<file path="config.mk">
export PLATFORM = sky130hd
export DESIGN_NAME = rv_ifetch_buf
export DESIGN_NICKNAME = d
export VERILOG_FILES = /design/src/rtl/rv_pkg.sv /design/src/rtl/rv_ifetch_buf.sv
export SDC_FILE = /design/constraint.sdc
export NUM_CORES = 1
export LEC_CHECK = 0
export ABC_AREA = 1
export CORE_ASPECT_RATIO = 1.2
export CORE_MARGIN = 5
export CORE_UTILIZATION = 51
export DETAILED_ROUTE_END_ITERATION = 10
export GPL_ROUTABILITY_DRIVEN = 0
export PLACE_DENSITY = 0.75
export SYNTH_ARGS = -nofsm -noshare
export SYNTH_HDL_FRONTEND = slang
export SYNTH_SLANG_ARGS = --single-unit
</file>
<file path="constraint.sdc">
create_clock -name i_clk -period 10.1 [get_ports i_clk]
set_input_delay 2.525 -clock i_clk [delete_from_list [all_inputs] [get_ports i_clk]]
set_output_delay 2.525 -clock i_clk [all_outputs]
set_load 0.05 [all_outputs]
</file>
<file path="src/rtl/rv_pkg.sv">
// Shared types for the instruction-fetch buffer: entry states and default depth.
package rv_pkg;

    typedef enum logic [1:0] {
        ST_EMPTY   = 2'd0,
        ST_PENDING = 2'd1,
        ST_READY   = 2'd2
    } entry_state_e;

    localparam int RV_IFB_DEPTH = 4;

endpackage

</file>
<file path="src/rtl/rv_ifetch_buf.sv">
// Instruction-fetch buffer: tracks outstanding bus reads in a circular queue
// and hands completed instructions to decode in request order.
module rv_ifetch_buf
    import rv_pkg::*;
#(
    parameter int DEPTH = RV_IFB_DEPTH
) (
    input  logic        i_clk,
    input  logic        i_reset,
    input  logic        i_req_valid,
    input  logic [31:2] i_req_pc,
    output logic        o_req_ready,
    output logic        o_mem_req_valid,
    output logic [31:2] o_mem_addr,
    input  logic        i_mem_req_ready,
    input  logic        i_mem_resp_valid,
    input  logic [31:0] i_mem_resp_data,
    output logic        o_instr_valid,
    output logic [31:0] o_instr,
    output logic [31:2] o_instr_pc,
    input  logic        i_instr_ready,
    input  logic        i_flush
);

    localparam int PW = $clog2(DEPTH);
    localparam int CW = PW + 1;

    entry_state_e  state_reg [DEPTH];
    logic [31:2]   pc_reg    [DEPTH];
    logic [31:0]   instr_reg [DEPTH];
    logic [PW-1:0] head_reg, fill_reg, tail_reg;
    logic [CW-1:0] drop_reg;

    logic [CW-1:0] occ_cnt, pend_cnt;
    logic [CW:0]   credit_sum, flush_sum;
    logic [CW-1:0] drop_flush;
    logic          accept, resp_fill, resp_drop, pop;

    always_comb begin
        occ_cnt  = '0;
        pend_cnt = '0;
        for (int i = 0; i < DEPTH; i++) begin
            if (state_reg[i] != ST_EMPTY)   occ_cnt  = occ_cnt + 1'b1;
            if (state_reg[i] == ST_PENDING) pend_cnt = pend_cnt + 1'b1;
        end
    end

    // Credit counts responses still owed to us from before a flush, so the
    // bus never carries more than DEPTH reads at once.
    assign credit_sum = {1'b0, occ_cnt} + {1'b0, drop_reg};
    assign o_req_ready = !i_reset && !i_flush && i_mem_req_ready
                         && (credit_sum < (CW+1)'(DEPTH));

    assign o_mem_req_valid = i_req_valid && o_req_ready;
    assign o_mem_addr      = i_req_pc;

    assign o_instr_valid = !i_reset && !i_flush && (state_reg[head_reg] == ST_READY);
    assign o_instr       = instr_reg[head_reg];
    assign o_instr_pc    = pc_reg[head_reg];

    assign accept    = o_mem_req_valid;
    assign resp_drop = i_mem_resp_valid && (drop_reg != '0);
    assign resp_fill = i_mem_resp_valid && (drop_reg == '0)
                       && (state_reg[fill_reg] == ST_PENDING);
    assign pop       = o_instr_valid && i_instr_ready;

    // A response landing in the flush cycle is already one of the owed ones.
    assign flush_sum  = {1'b0, drop_reg} + {1'b0, pend_cnt};
    assign drop_flush = (i_mem_resp_valid && flush_sum != '0)
                        ? CW'(flush_sum - 1'b1) : CW'(flush_sum);

    always_ff @(posedge i_clk or posedge i_reset) begin
        if (i_reset) begin
            for (int i = 0; i < DEPTH; i++) begin
                state_reg[i] <= ST_EMPTY;
                pc_reg[i]    <= '0;
                instr_reg[i] <= '0;
            end
            head_reg <= '0;
            fill_reg <= '0;
            tail_reg <= '0;
            drop_reg <= '0;
        end else if (i_flush) begin
            for (int i = 0; i < DEPTH; i++) begin
                state_reg[i] <= ST_EMPTY;
            end
            head_reg <= '0;
            fill_reg <= '0;
            tail_reg <= '0;
            drop_reg <= drop_flush;
        end else begin
            // Tail, fill and head always address distinct entries when active.
            if (accept) begin
                state_reg[tail_reg] <= ST_PENDING;
                pc_reg[tail_reg]    <= i_req_pc;
                tail_reg            <= tail_reg + 1'b1;
            end
            if (resp_fill) begin
                state_reg[fill_reg] <= ST_READY;
                instr_reg[fill_reg] <= i_mem_resp_data;
                fill_reg            <= fill_reg + 1'b1;
            end
            if (resp_drop) begin
                drop_reg <= drop_reg - 1'b1;
            end
            if (pop) begin
                state_reg[head_reg] <= ST_EMPTY;
                head_reg            <= head_reg + 1'b1;
            end
        end
    end

endmodule

</file>
Word-level counts from Yosys, hierarchy flattened
Cells that the tools add are included.
- reductions and logical operators: 28
- shift-type cells: 0
- bitwise logic cells: 12
- multiply operators: 0
- div/mod/pow operators: 0
- add/sub/neg operators: 13
- eq/ne operators: 6
- mux-type cells: 47
- order comparisons: 7
- operator list (cell ; count):
    $bwmux 128 ; 1
    $bwmux 120 ; 1
    $mux 32 ; 3
    $mux 30 ; 3
    $bmux 32 s2 ; 1
    $demux 32 s2 ; 1
    $bmux 30 s2 ; 1
    $demux 30 s2 ; 1
    $mux 8 ; 6
    $mux 3 ; 9
    $mux 2 ; 13
    $add 3x1->3 const B ; 6
    $reduce_bool 2->1 ; 8
    $logic_and 1x1->1 ; 13
    $demux 2 s2 ; 3
    $eq 2x1->1 const B ; 5
    $ge 3x3->1 const B ; 3
    $lt 3x1->1 const B ; 3
    $not 2->3 ; 3
    $add 3x3->4 ; 2
    $and 4x4->4 ; 2
    $and 8x8->8 ; 1
    $bmux 2 s2 ; 2
    $not 4->4 ; 2
    13 further kinds ; 20
- bits in writable memories: 0
- output and inout port bits: 95
- latch bits: 0
- memories: 0
- memory bits (read-only): 0
- word-level logic and storage cells: 129
- flip-flop bits (word level): 265

Longest topological paths before layout
- depth in word-level cells: 20
- mapped depth: 21
- gate-level depth less buffers: 21

Worst setup path before layout
Ideal clock, no wire load.
- path kind: input to output
- from: input i_flush
- to: output o_mem_req_valid
- cell stages on the path: 6
- buffers on the path: 1
- required time: 7.575 ns
- slack: 3.816 ns
- arrival: 3.759 ns
- cell sequence: buf_6 -> nor2_2 -> nand2_1 -> nor3b_4 -> nand3_1 -> inv_1
- cells in the longest elaborated chain, start to end: 5
- ends and longest elaborated chain (element ; RTL line ; RTL):
    start, declared ; rv_ifetch_buf.sv:22 ; input logic i_flush
    $logic_not 1->1 ; rv_ifetch_buf.sv:51 ; assign o_req_ready = !i_reset && !i_flush && i_mem_req_ready
    $logic_and 1x1->1 (2 in a row) ; rv_ifetch_buf.sv:51 ;
    $logic_and 1x1->1 ; rv_ifetch_buf.sv:52 ; && (credit_sum < (CW+1)'(DEPTH));
    $logic_and 1x1->1 ; rv_ifetch_buf.sv:54 ; assign o_mem_req_valid = i_req_valid && o_req_ready;
    end, declared ; rv_ifetch_buf.sv:13 ; output logic o_mem_req_valid,
Every way passes these cells.

Worst setup path after layout
Ends and elaborated chain as after synthesis.

==> summary.txt <==
Clock tree
  • Post-CTS resize count: 0
  • Clock sink count: 265
  • Worst-path clk slew: 60 ps
  • CTS max path bufs: 3
  • Clock Latency Late Sink: 540 ps
  • CTS Hold Bufs: 0
  • TritonCTS buffer count: 28
  • H-tree Lvls: 1
  • CTS tree: built
  • Setup bufs post-CTS: 0
  • Clk root buf: clkbuf_16

Worst setup path
  • CP dominant cell by count: clkdlybuf4s50_1
  • CP Class: in -> out
  • Crit-path slowest cell: clkdlybuf4s50_1
  • CP Max Fanout: 7
  • Critical path launch point type: primary input
  • Crit path cell chain: clkdlybuf4s50_1, nor2_2, nand2_1, nor3b_4, nand3_1, inv_1, clkdlybuf4s50_1
  • Largest stage delay, worst path: 800 ps
  • Worst EP required: 7580 ps
  • Crit path DAT: 5000 ps
  • Worst Setup End Kind: output pin

Floorplanning
  • Die Span X: 157 µm
  • Num rows: 64
  • Starting Density: 0.516
  • Die area: 29100 µm²
  • Vert. Die Dim: 186 µm
  • Total core area: 25500 µm²
  • Top Ports: 164

Logic synthesis
  • Mapped cell area: 13100 µm²
  • Post-Syn Instances: 1671
  • Syn_nets: 1766
  • Avg Cell Area, Syn: 7.87 µm²
  • FF+latch count, synth: 265
  • Register area share after synthesis: 0.504
  • Synth warn: 0
  • Post-synth cell types: 28

Global route
  • Global-route wire length before repair: 58300 µm
  • Vias in the first global route: 11.4k
  • Total grt overflow: 0
  • Tot GR Track Use: 0.244
  • Largest net degree at the start of global routing: 128
  • Antenna violations before repair: 0

Pwr
  • Worst VDD drop: 0.139 mV
  • P per Cell Area: 199 nW/µm²
  • Final Total Pwr: 3.05 mW
  • Static Leak: 8.07 nW

Cells and area
  • Multi-input logic area: 5520 µm²
  • Number of fill cells: 2268
  • Max reg flops: 128
  • Share of cells above drive strength 1: 0.0443
  • Fin nets: 1836
  • Post-route cell area: 15400 µm²
  • Area Growth Syn to Fin: 16.9%
  • Diodes inserted: 0
  • FF+latch area: 6640 µm²

STA
  • Min Clock Period, post-route: 7530 ps
  • Setup violators final: 0
  • Hold_ws: 464 ps
  • RSZ-0062 raised after global routing: false
  • Layout Skew: 9.77 ps
  • Max-slew headroom: 0.341
  • Setup_tns: 0 ps
  • Final setup margin: 2570 ps
  • Hold Fails Final Rpt: 0
  • Max Clock Freq: 133 MHz
  • Final Max Slew Viols: 0
  • Final period utilization: 0.745
  • Worst-Margin Slew: 986 ps

Hold path
  • Hold Path Class: reg -> reg

Placement
  • DP HPWL: 20200 µm
  • Area after DPL: 14500 µm²
  • Pre-CTS setup slack: 2560 ps
  • Port Buf Inserts: 163

Detailed routing
  • WL/cell: 17.1 µm
  • Detailed-route via count: 11.6k
  • DR pass1 iterations: 5
  • Post-route ant nets: 0
  • Vias per cell: 5.56
  • DRC Markers: 0
  • Routed WL: 35800 µm
  • Detailed Route Iter0 Violations: 875

Status
  • Status: finished, final reports clean

Run
  • Max-Cap Viols: 0
## kinds of logic (layout without fill, tap and decap cells)
family                   after synthesis  in the layout  share of synthesized area
buffers and inverters                179            267                     0.0761
adder cells (fa/ha/maj)               26             26                     0.0253
flip-flops                           265            265                      0.504
XOR/XNOR                               6              6                    0.00400
AND/OR/NAND/NOR                      984            984                      0.304
AO/OA/AOI/OAI                        211            211                     0.0864
## area by class of cell
cell class | count | share of cell area
Timing Repair Buffer | 179 | 0.114
Clock inverter | 4 | 0.00130
Inverter | 40 | 0.0103
Multi-Input combinational cell | 1227 | 0.359
Tap cell | 330 | 0.0269
Clock buffer | 44 | 0.0567
Sequential cell | 265 | 0.432
## placed cells by master, fill, tap and decap left out
cell	count
a21oi_1	9
buf_4	16
clkbuf_1	6
clkbuf_16	29
clkbuf_8	9
clkdlybuf4s50_1	163
clkinv_2	5
dfrtp_1	263
dfrtp_2	1
dfrtp_4	1
fa_1	1
ha_1	25
inv_1	31
inv_2	7
inv_8	1
nand2_1	672
nand2_2	1
nand3_1	153
nand3_2	1
nand4_1	2
nand4_4	4
nor2_1	147
nor2_2	1
nor2_4	1
nor3_1	1
nor3b_4	1
o211ai_1	1
o21ai_0	137
o21ai_1	2
o22ai_1	62
xnor2_1	3
xor2_1	3
## critical path: cells and delay by family
family | cells | cell delay (ps)
buf+inv | 3 | 1490
simple gates | 4 | 980
## synth_stat cells (all sizes together)
cell / instances / share of area
o22ai: 62 / 0.029
fa: 1 / 0.0015
buf: 84 / 0.049
xor2: 3 / 0.0020
xnor2: 3 / 0.0020
nor2: 149 / 0.043
ha: 25 / 0.024
nor3b: 1 / 0.0014
o21ai: 139 / 0.053
nand2: 673 / 0.19
a21oi: 9 / 0.0034
inv: 40 / 0.011
o211ai: 1 / 0.00057
nor3: 1 / 0.00038
dfrtp: 265 / 0.50
nand4: 6 / 0.0074
clkbuf: 55 / 0.016
nand3: 154 / 0.059
## where the power goes
part / leakage [nW] / switching [mW] / total (mW) / internal, mW
sequential: 3.64 / 0.0617 / 1.23 / 1.17
combinational: 3.99 / 0.546 / 0.829 / 0.283
clock: 0.445 / 0.408 / 0.994 / 0.585
## final timing paths
| check | start | to | slack (ps) | cells past startpoint |
|---|---|---|---|---|
| setup / recovery | i_flush | o_mem_req_valid | 2570 | 7 |
| hold / removal | instr_reg[71]$_DFFE_PP0P_ | instr_reg[71]$_DFFE_PP0P_ | 460 | 2 |
| setup reg to reg | state_reg[7]$_DFF_PP0_ | pc_reg[116]$_DFFE_PP0P_ | 5670 | 16 |
| hold reg to reg | instr_reg[71]$_DFFE_PP0P_ | instr_reg[71]$_DFFE_PP0P_ | 460 | 2 |
| max in group asynchronous | i_reset | instr_reg[14]$_DFFE_PP0P_ | 5910 | 3 |
| min in group asynchronous | i_reset | pc_reg[55]$_DFFE_PP0P_ | 2630 | 2 |
## metrics by stage
stage	cells	utilization
global route	2089	0.604
global placement	2041	0.568
CTS	2089	0.604
finish	2089	0.604
floorplan	1671	-
detailed placement	2041	0.568
## routing by layer
| layer | track usage | wire [µm] |
|---|---|---|
| met5 | 0 | 0 |
| met3 | 0.0323 | 2870 |
| met4 | 0.0719 | 722 |
| met2 | 0.418 | 17600 |
| met1 | 0.326 | 14600 |
Note: power is estimated with default switching activity, not from simulation.
